File: src/rtl/result_drain_arbiter.sv
// -----------------------------------------------------------------------------
// result_drain_arbiter
//
// Round-robin arbiter that shares one result packer between NUM_SRC engine
// result FIFOs. Each engine posts a drain request carrying the number of
// 16-bit results its command produced. The arbiter grants one source at a
// time and forwards exactly that many words through a FIFO-shaped port. It
// then pulses completion, so consecutive commands land contiguously in the
// result BRAM.
//
// Ports:
//   i_clk, i_reset        clock, synchronous active-high reset
//   i_src_fifo_rdata      head word of each source FIFO (source s at [s*16 +: 16])
//   i_src_fifo_empty      per-source FIFO empty
//   o_src_fifo_ren        per-source pop strobe
//   i_req_valid           per-source drain request valid
//   i_req_count           per-source word count (source s at [s*CNT_W +: CNT_W])
//   o_req_ready           per-source: no request pending
//   o_fifo_rdata          word presented to the packer
//   o_fifo_empty          no word available to the packer
//   i_fifo_ren            packer pop strobe
//   i_almost_full         packer/BRAM almost full, stalls forwarding
//   o_done_valid          one-cycle completion pulse
//   o_done_src            source index of the completed request
//   o_grant_src           currently granted source (meaningful while o_busy)
//   o_busy                arbiter is not idle
// -----------------------------------------------------------------------------
module result_drain_arbiter #(
    parameter int NUM_SRC = 2,
    parameter int CNT_W   = 16
) (
    input  logic                     i_clk,
    input  logic                     i_reset,
    input  logic [NUM_SRC*16-1:0]    i_src_fifo_rdata,
    input  logic [NUM_SRC-1:0]       i_src_fifo_empty,
    output logic [NUM_SRC-1:0]       o_src_fifo_ren,
    input  logic [NUM_SRC-1:0]       i_req_valid,
    input  logic [NUM_SRC*CNT_W-1:0] i_req_count,
    output logic [NUM_SRC-1:0]       o_req_ready,
    output logic [15:0]              o_fifo_rdata,
    output logic                     o_fifo_empty,
    input  logic                     i_fifo_ren,
    input  logic                     i_almost_full,
    output logic                     o_done_valid,
    output logic [1:0]               o_done_src,
    output logic [1:0]               o_grant_src,
    output logic                     o_busy
);

    localparam logic [1:0] ST_IDLE  = 2'd0;
    localparam logic [1:0] ST_DRAIN = 2'd1;
    localparam logic [1:0] ST_DONE  = 2'd2;

    logic [1:0]         state_q, state_d;
    logic [NUM_SRC-1:0] pending_q, pending_d;
    logic [CNT_W-1:0]   count_q [NUM_SRC];
    logic [CNT_W-1:0]   count_d [NUM_SRC];
    logic [CNT_W-1:0]   remaining_q, remaining_d;
    logic [1:0]         grant_q, grant_d;
    logic [1:0]         last_grant_q, last_grant_d;

    logic [NUM_SRC-1:0] accept;
    logic               pick_found;
    logic [1:0]         pick_src;
    logic [2:0]         cand;
    logic [CNT_W-1:0]   pick_count;
    logic [15:0]        sel_rdata;
    logic               sel_empty;
    logic               xfer;

    assign accept      = i_req_valid & ~pending_q;
    assign o_req_ready = ~pending_q;

    // Round-robin pick: first pending source starting after last_grant.
    // The final candidate wraps back to last_grant itself.
    always_comb begin
        // NOTE: every combinational output gets a default first, so no path
        // through the block leaves a signal unassigned and infers a latch.
        pick_found = 1'b0;
        pick_src   = '0;
        pick_count = '0;
        cand       = '0;
        for (int i = 1; i <= NUM_SRC; i++) begin
            cand = 3'(last_grant_q) + 3'(i);
            if (cand >= 3'(NUM_SRC)) begin
                cand = cand - 3'(NUM_SRC);
            end
            for (int s = 0; s < NUM_SRC; s++) begin
                if (!pick_found && cand == 3'(s) && pending_q[s]) begin
                    pick_found = 1'b1;
                    pick_src   = 2'(s);
                    pick_count = count_q[s];
                end
            end
        end
    end

    // Granted-source mux.
    always_comb begin
        sel_rdata = '0;
        sel_empty = 1'b1;
        for (int s = 0; s < NUM_SRC; s++) begin
            if (grant_q == 2'(s)) begin
                sel_rdata = i_src_fifo_rdata[s*16 +: 16];
                sel_empty = i_src_fifo_empty[s];
            end
        end
    end

    // Packer-side port: only live in DRAIN. A pop attempt against an empty
    // (or stalled) port is ignored, so xfer is the one true transfer strobe.
    always_comb begin
        o_fifo_rdata   = '0;
        o_fifo_empty   = 1'b1;
        o_src_fifo_ren = '0;
        xfer           = 1'b0;
        if (state_q == ST_DRAIN) begin
            o_fifo_rdata = sel_rdata;
            o_fifo_empty = sel_empty || i_almost_full;
            xfer         = i_fifo_ren && !o_fifo_empty;
            for (int s = 0; s < NUM_SRC; s++) begin
                if (grant_q == 2'(s)) begin
                    o_src_fifo_ren[s] = xfer;
                end
            end
        end
    end

    always_comb begin
        state_d      = state_q;
        pending_d    = pending_q | accept;
        remaining_d  = remaining_q;
        grant_d      = grant_q;
        last_grant_d = last_grant_q;
        for (int s = 0; s < NUM_SRC; s++) begin
            count_d[s] = accept[s] ? i_req_count[s*CNT_W +: CNT_W] : count_q[s];
        end

        case (state_q)
            ST_IDLE: begin
                if (pick_found) begin
                    grant_d     = pick_src;
                    remaining_d = pick_count;
                    state_d     = (pick_count == '0) ? ST_DONE : ST_DRAIN;
                end
            end
            ST_DRAIN: begin
                if (xfer) begin
                    remaining_d = remaining_q - CNT_W'(1);
                    if (remaining_q == CNT_W'(1)) begin
                        state_d = ST_DONE;
                    end
                end
            end
            ST_DONE: begin
                // pending stays set through DONE, so a same-cycle repost from
                // the granted source is held off until the following cycle.
                for (int s = 0; s < NUM_SRC; s++) begin
                    if (grant_q == 2'(s)) begin
                        pending_d[s] = 1'b0;
                    end
                end
                last_grant_d = grant_q;
                state_d      = ST_IDLE;
            end
            default: begin
                state_d = ST_IDLE;
            end
        endcase
    end

    assign o_done_valid = (state_q == ST_DONE);
    assign o_done_src   = (state_q == ST_DONE) ? grant_q : 2'd0;
    assign o_grant_src  = grant_q;
    assign o_busy       = (state_q != ST_IDLE);

    always_ff @(posedge i_clk) begin
        // NOTE: state registers use non-blocking assignments so every flop
        // samples pre-edge values regardless of block evaluation order.
        if (i_reset) begin
            state_q      <= ST_IDLE;
            pending_q    <= '0;
            remaining_q  <= '0;
            grant_q      <= '0;
            last_grant_q <= 2'(NUM_SRC - 1);
        end else begin
            state_q      <= state_d;
            pending_q    <= pending_d;
            remaining_q  <= remaining_d;
            grant_q      <= grant_d;
            last_grant_q <= last_grant_d;
        end
    end

    // NOTE: the per-source count registers are left out of reset; a count is
    // only read while its pending flag is set, and pending is reset.
    always_ff @(posedge i_clk) begin
        for (int s = 0; s < NUM_SRC; s++) begin
            count_q[s] <= count_d[s];
        end
    end

endmodule

File: config.mk
export PLATFORM = sky130hd
export DESIGN_NAME = result_drain_arbiter
export DESIGN_NICKNAME = d
export VERILOG_FILES = /design/src/rtl/result_drain_arbiter.sv
export SDC_FILE = /design/constraint.sdc
export NUM_CORES = 1
export LEC_CHECK = 0
export CAP_MARGIN = 20
export CORE_ASPECT_RATIO = 1.1
export CORE_UTILIZATION = 40
export CTS_BUF_LIST = sky130_fd_sc_hd__clkbuf_4 sky130_fd_sc_hd__clkbuf_8
export DETAILED_ROUTE_END_ITERATION = 10
export PLACE_DENSITY = 0.73
export SLEW_MARGIN = 20
export SYNTH_ARGS = -nofsm -noshare
export SYNTH_HDL_FRONTEND = slang
export SYNTH_SLANG_ARGS = --single-unit
File: constraint.sdc
create_clock -name i_clk -period 5.3 [get_ports i_clk]
set_clock_uncertainty 0.15 [all_clocks]
set_input_delay 1.06 -clock i_clk [delete_from_list [all_inputs] [get_ports i_clk]]
set_output_delay 1.06 -clock i_clk [all_outputs]
set_load 0.05 [all_outputs]
==> summary.txt <==
Vias -> 2485
Post-synthesis average cell area -> 9.872 um^2
Die width -> 81.40 um
Cell mode on critical path -> clkdlybuf4s50_1
Final period util -> 79.95%
Critical path's slowest cell -> clkdlybuf4s50_1
FF+latch count, synth -> 54
Hold Startpoint -> last_grant_q[0]
Synth area leader -> edfxtp_1
R2r setup slk -> 3.00 ns
Cells taking the most area after synthesis -> edfxtp_1, dfxtp_1, mux2i_1
Max Cap Viol -> 0
Worst reg2reg path startpoint -> remaining_q[0]
Final ANT Viol Nets -> 0
Data required, critical path -> 4.09 ns
Final Slew Violations -> 0
# DRC -> 0
Final Non-Filler Cells -> 454
Hold Fails Final Rpt -> 0
Synthesized instance count -> 281
Top-count cell post-synth -> nor2_1
Hold Path Cell Cnt -> 2
Clk buf depth -> 2
CP top delay family -> buffers and inverters
Sequential share of the synthesized area -> 50.52%
Number of synthesized flops with an enable pin -> 32
Vias in the first global route -> 2411
Final worst setup slack -> 1.063 ns
Final setup vio count -> 0
IR Drop Worst-Case VDD -> 0.1881 mV
Synth top cells by count -> nor2_1, edfxtp_1, dfxtp_1
RSZ-0062 raised after global routing -> false
Pre-CTS WS -> 1.068 ns
Reg-to-reg endpoint -> remaining_q[14]
Crit path launch type -> input pin
WL final -> 7.309 mm
Post-CTS setup buffer count -> 0
Leak -> 1.341 nW
Fillers -> 565
CP Buf/Inv Count -> 2
Final min period -> 4.237 ns
Cts hold-fix bufs -> 0
Critical path, cell by cell -> clkdlybuf4s50_1 -> mux2_2 -> nor2_2 -> and2_1 -> clkdlybuf4s50_1
Slowest stage delay, CP -> 0.81 ns
Die height -> 89.34 um
Syn. warnings -> 0
CTS tree -> yes
Slew at the pin closest to its max-slew limit -> 0.8993 ns
Drt pass-1 iters -> 4
Num CTS Buffers -> 5
Pin count of the biggest net entering global routing -> 24
Worst Hold Endpoint -> last_grant_q[0]
Row cnt -> 31
Final net count -> 445
Initial antenna violation count -> 0
Clk_lat worst skew -> 0.32 ns
Post-synth top flop -> edfxtp_1
Min-Delay Path Class -> reg -> reg
H-tree levels -> 2
Min Hold Slack -> 0.3247 ns
Routability cong. -> 0.8169
Synth unique cells -> 51
Share of the synthesized area in the top cell type -> 34.64%
Die area -> 7272 um^2
Initial DRC count -> 137
N_diodes -> 0
Worst Path Arrival -> 3.03 ns
Synth-to-Final Area Change -> 40.42%
Starting Density -> 41.82%
Kind of end point of the critical path -> primary output
Status -> completed
Slew HR -> 39.86%
Clk root buf -> clkbuf_8
Setup TNS Final -> 0 ns
Port buffer count -> 96
Sink Count -> 54
Final HPWL from detailed placement -> 5.602 mm
Total gr overflow -> 0
Dpl cells -> 446
Global-route wire length before repair -> 11.65 mm
Clk pin slew, worst setup/hold paths -> 0.09 ns
DR WL/cell -> 16.10 um
Via-to-Cell Ratio -> 5.474
Ports -> 99
Fraction of layout cells with a size suffix above 1 -> 7.258%
Fmax -> 236.0 MHz
Area of the core -> 6633 um^2
Worst r2r path cells -> 7
Async SR Flop Fraction -> 0%
PD cells -> 296.4 nW/um^2
Syn Std Cell Area -> 2774 um^2
Gr usage total -> 21.25%
Cells resized by post-CTS repair -> 0
Crit-path max FO -> 6
Crit path kind -> in -> out
==> per-layer routing <==
| metal | part of all wire [%] | routed length [um] | global-route usage [%] | up-vias |
|---|---|---|---|---|
| li1 | - | - | - | 1230 |
| met1 | 43 | 3166 | 26.01 | 1160 |
| met2 | 50 | 3672 | 36.06 | 80 |
| met3 | 4.4 | 321 | 5.000 | 15 |
| met4 | 2.0 | 148 | 8.117 | 0 |
| met5 | 0 | 0 | 0 | - |
==> tightest hold or removal path: stages (launching register included) <==
cell and delay [ns]:
dfxtp_1 0.34, nand2_1 0.06, nand2_1 0.04
==> placed cells by master, fill, tap and decap left out, types with 3 or more instances in the layout <==
| cell type | instances |
|---|---|
| nand2b_1 | 5 |
| edfxtp_1 | 32 |
| nand3_1 | 3 |
| a22o_1 | 6 |
| clkdlybuf4s50_1 | 96 |
| inv_1 | 8 |
| nor3_1 | 9 |
| nor4_1 | 13 |
| or3_1 | 3 |
| dfxtp_1 | 22 |
| a221o_1 | 3 |
| mux2i_1 | 17 |
| nand2_1 | 14 |
| nor2b_1 | 4 |
| nand4_1 | 4 |
| a21oi_1 | 18 |
| buf_4 | 6 |
| and2_1 | 4 |
| a31oi_1 | 4 |
| a221oi_1 | 4 |
| o21ai_0 | 12 |
| a32oi_1 | 5 |
| clkbuf_8 | 5 |
| nor2_2 | 3 |
| nor2_1 | 36 |
==> registers in the layout (all words and copies together), names as in the netlist <==
register / flops
count_q: 32
remaining_q: 16
pending_q: 2
state_q: 2
last_grant_q: 1
o_grant_src: 1
==> how the worst max path moves through the flow <==
stage,from,end,slack (ns),cells past startpoint
global placement,i_src_fifo_empty[0],o_src_fifo_ren[1],1.10,5
global route,i_src_fifo_empty[0],o_src_fifo_ren[1],0.98,5
detailed placement,i_src_fifo_empty[0],o_src_fifo_ren[1],1.07,5
finish,i_src_fifo_empty[0],o_src_fifo_ren[1],1.06,5
floorplan,i_src_fifo_empty[1],o_src_fifo_ren[0],1.66,2
CTS,i_src_fifo_empty[0],o_src_fifo_ren[1],1.07,5
==> stage by stage <==
stage          power (W)  area, um^2  utilization [%]
5_1_grt         0.001212        3895            58.72
2_1_floorplan  0.0007796        2778                -
3_3_place_gp   0.0009113        3797            57.25
6_report        0.001155        3895            58.72
3_5_place_dp   0.0009158        3797            57.25
4_1_cts         0.001157        3895            58.72
==> cell families (layout without fill, tap and decap cells) <==
group	after synthesis	after routing	synth area share (%)
AO/OA/AOI/OAI	66	66	16.19
adder cells (fa/ha/maj)	2	2	0.9020
buffers and inverters	28	118	4.285
flip-flops	54	54	50.52
multiplexers	18	18	6.540
other	1	2	0.1352
AND/OR/NAND/NOR	112	112	21.42
==> area by class of cell <==
cell class                 instances  area, um^2  area share (%)
clock buffer                       5       68.82           1.767
clock inverter                     3       28.78          0.7388
inverter                           8       30.03          0.7710
multi-input combinational        200        1257           32.28
sequential                        54        1401           35.98
tap                               82       102.6           2.634
timing repair buffer             102        1006           25.83
==> report_power, final <==
group	switching [W]	total, W	internal, W
clock	0.000146	0.000244	0.0000982
combinational	0.000228	0.000397	0.000169
sequential	0.0000317	0.000514	0.000482
total	0.000405	0.00115	0.000749
No activity file was read; power rests on OpenSTA's default activity.
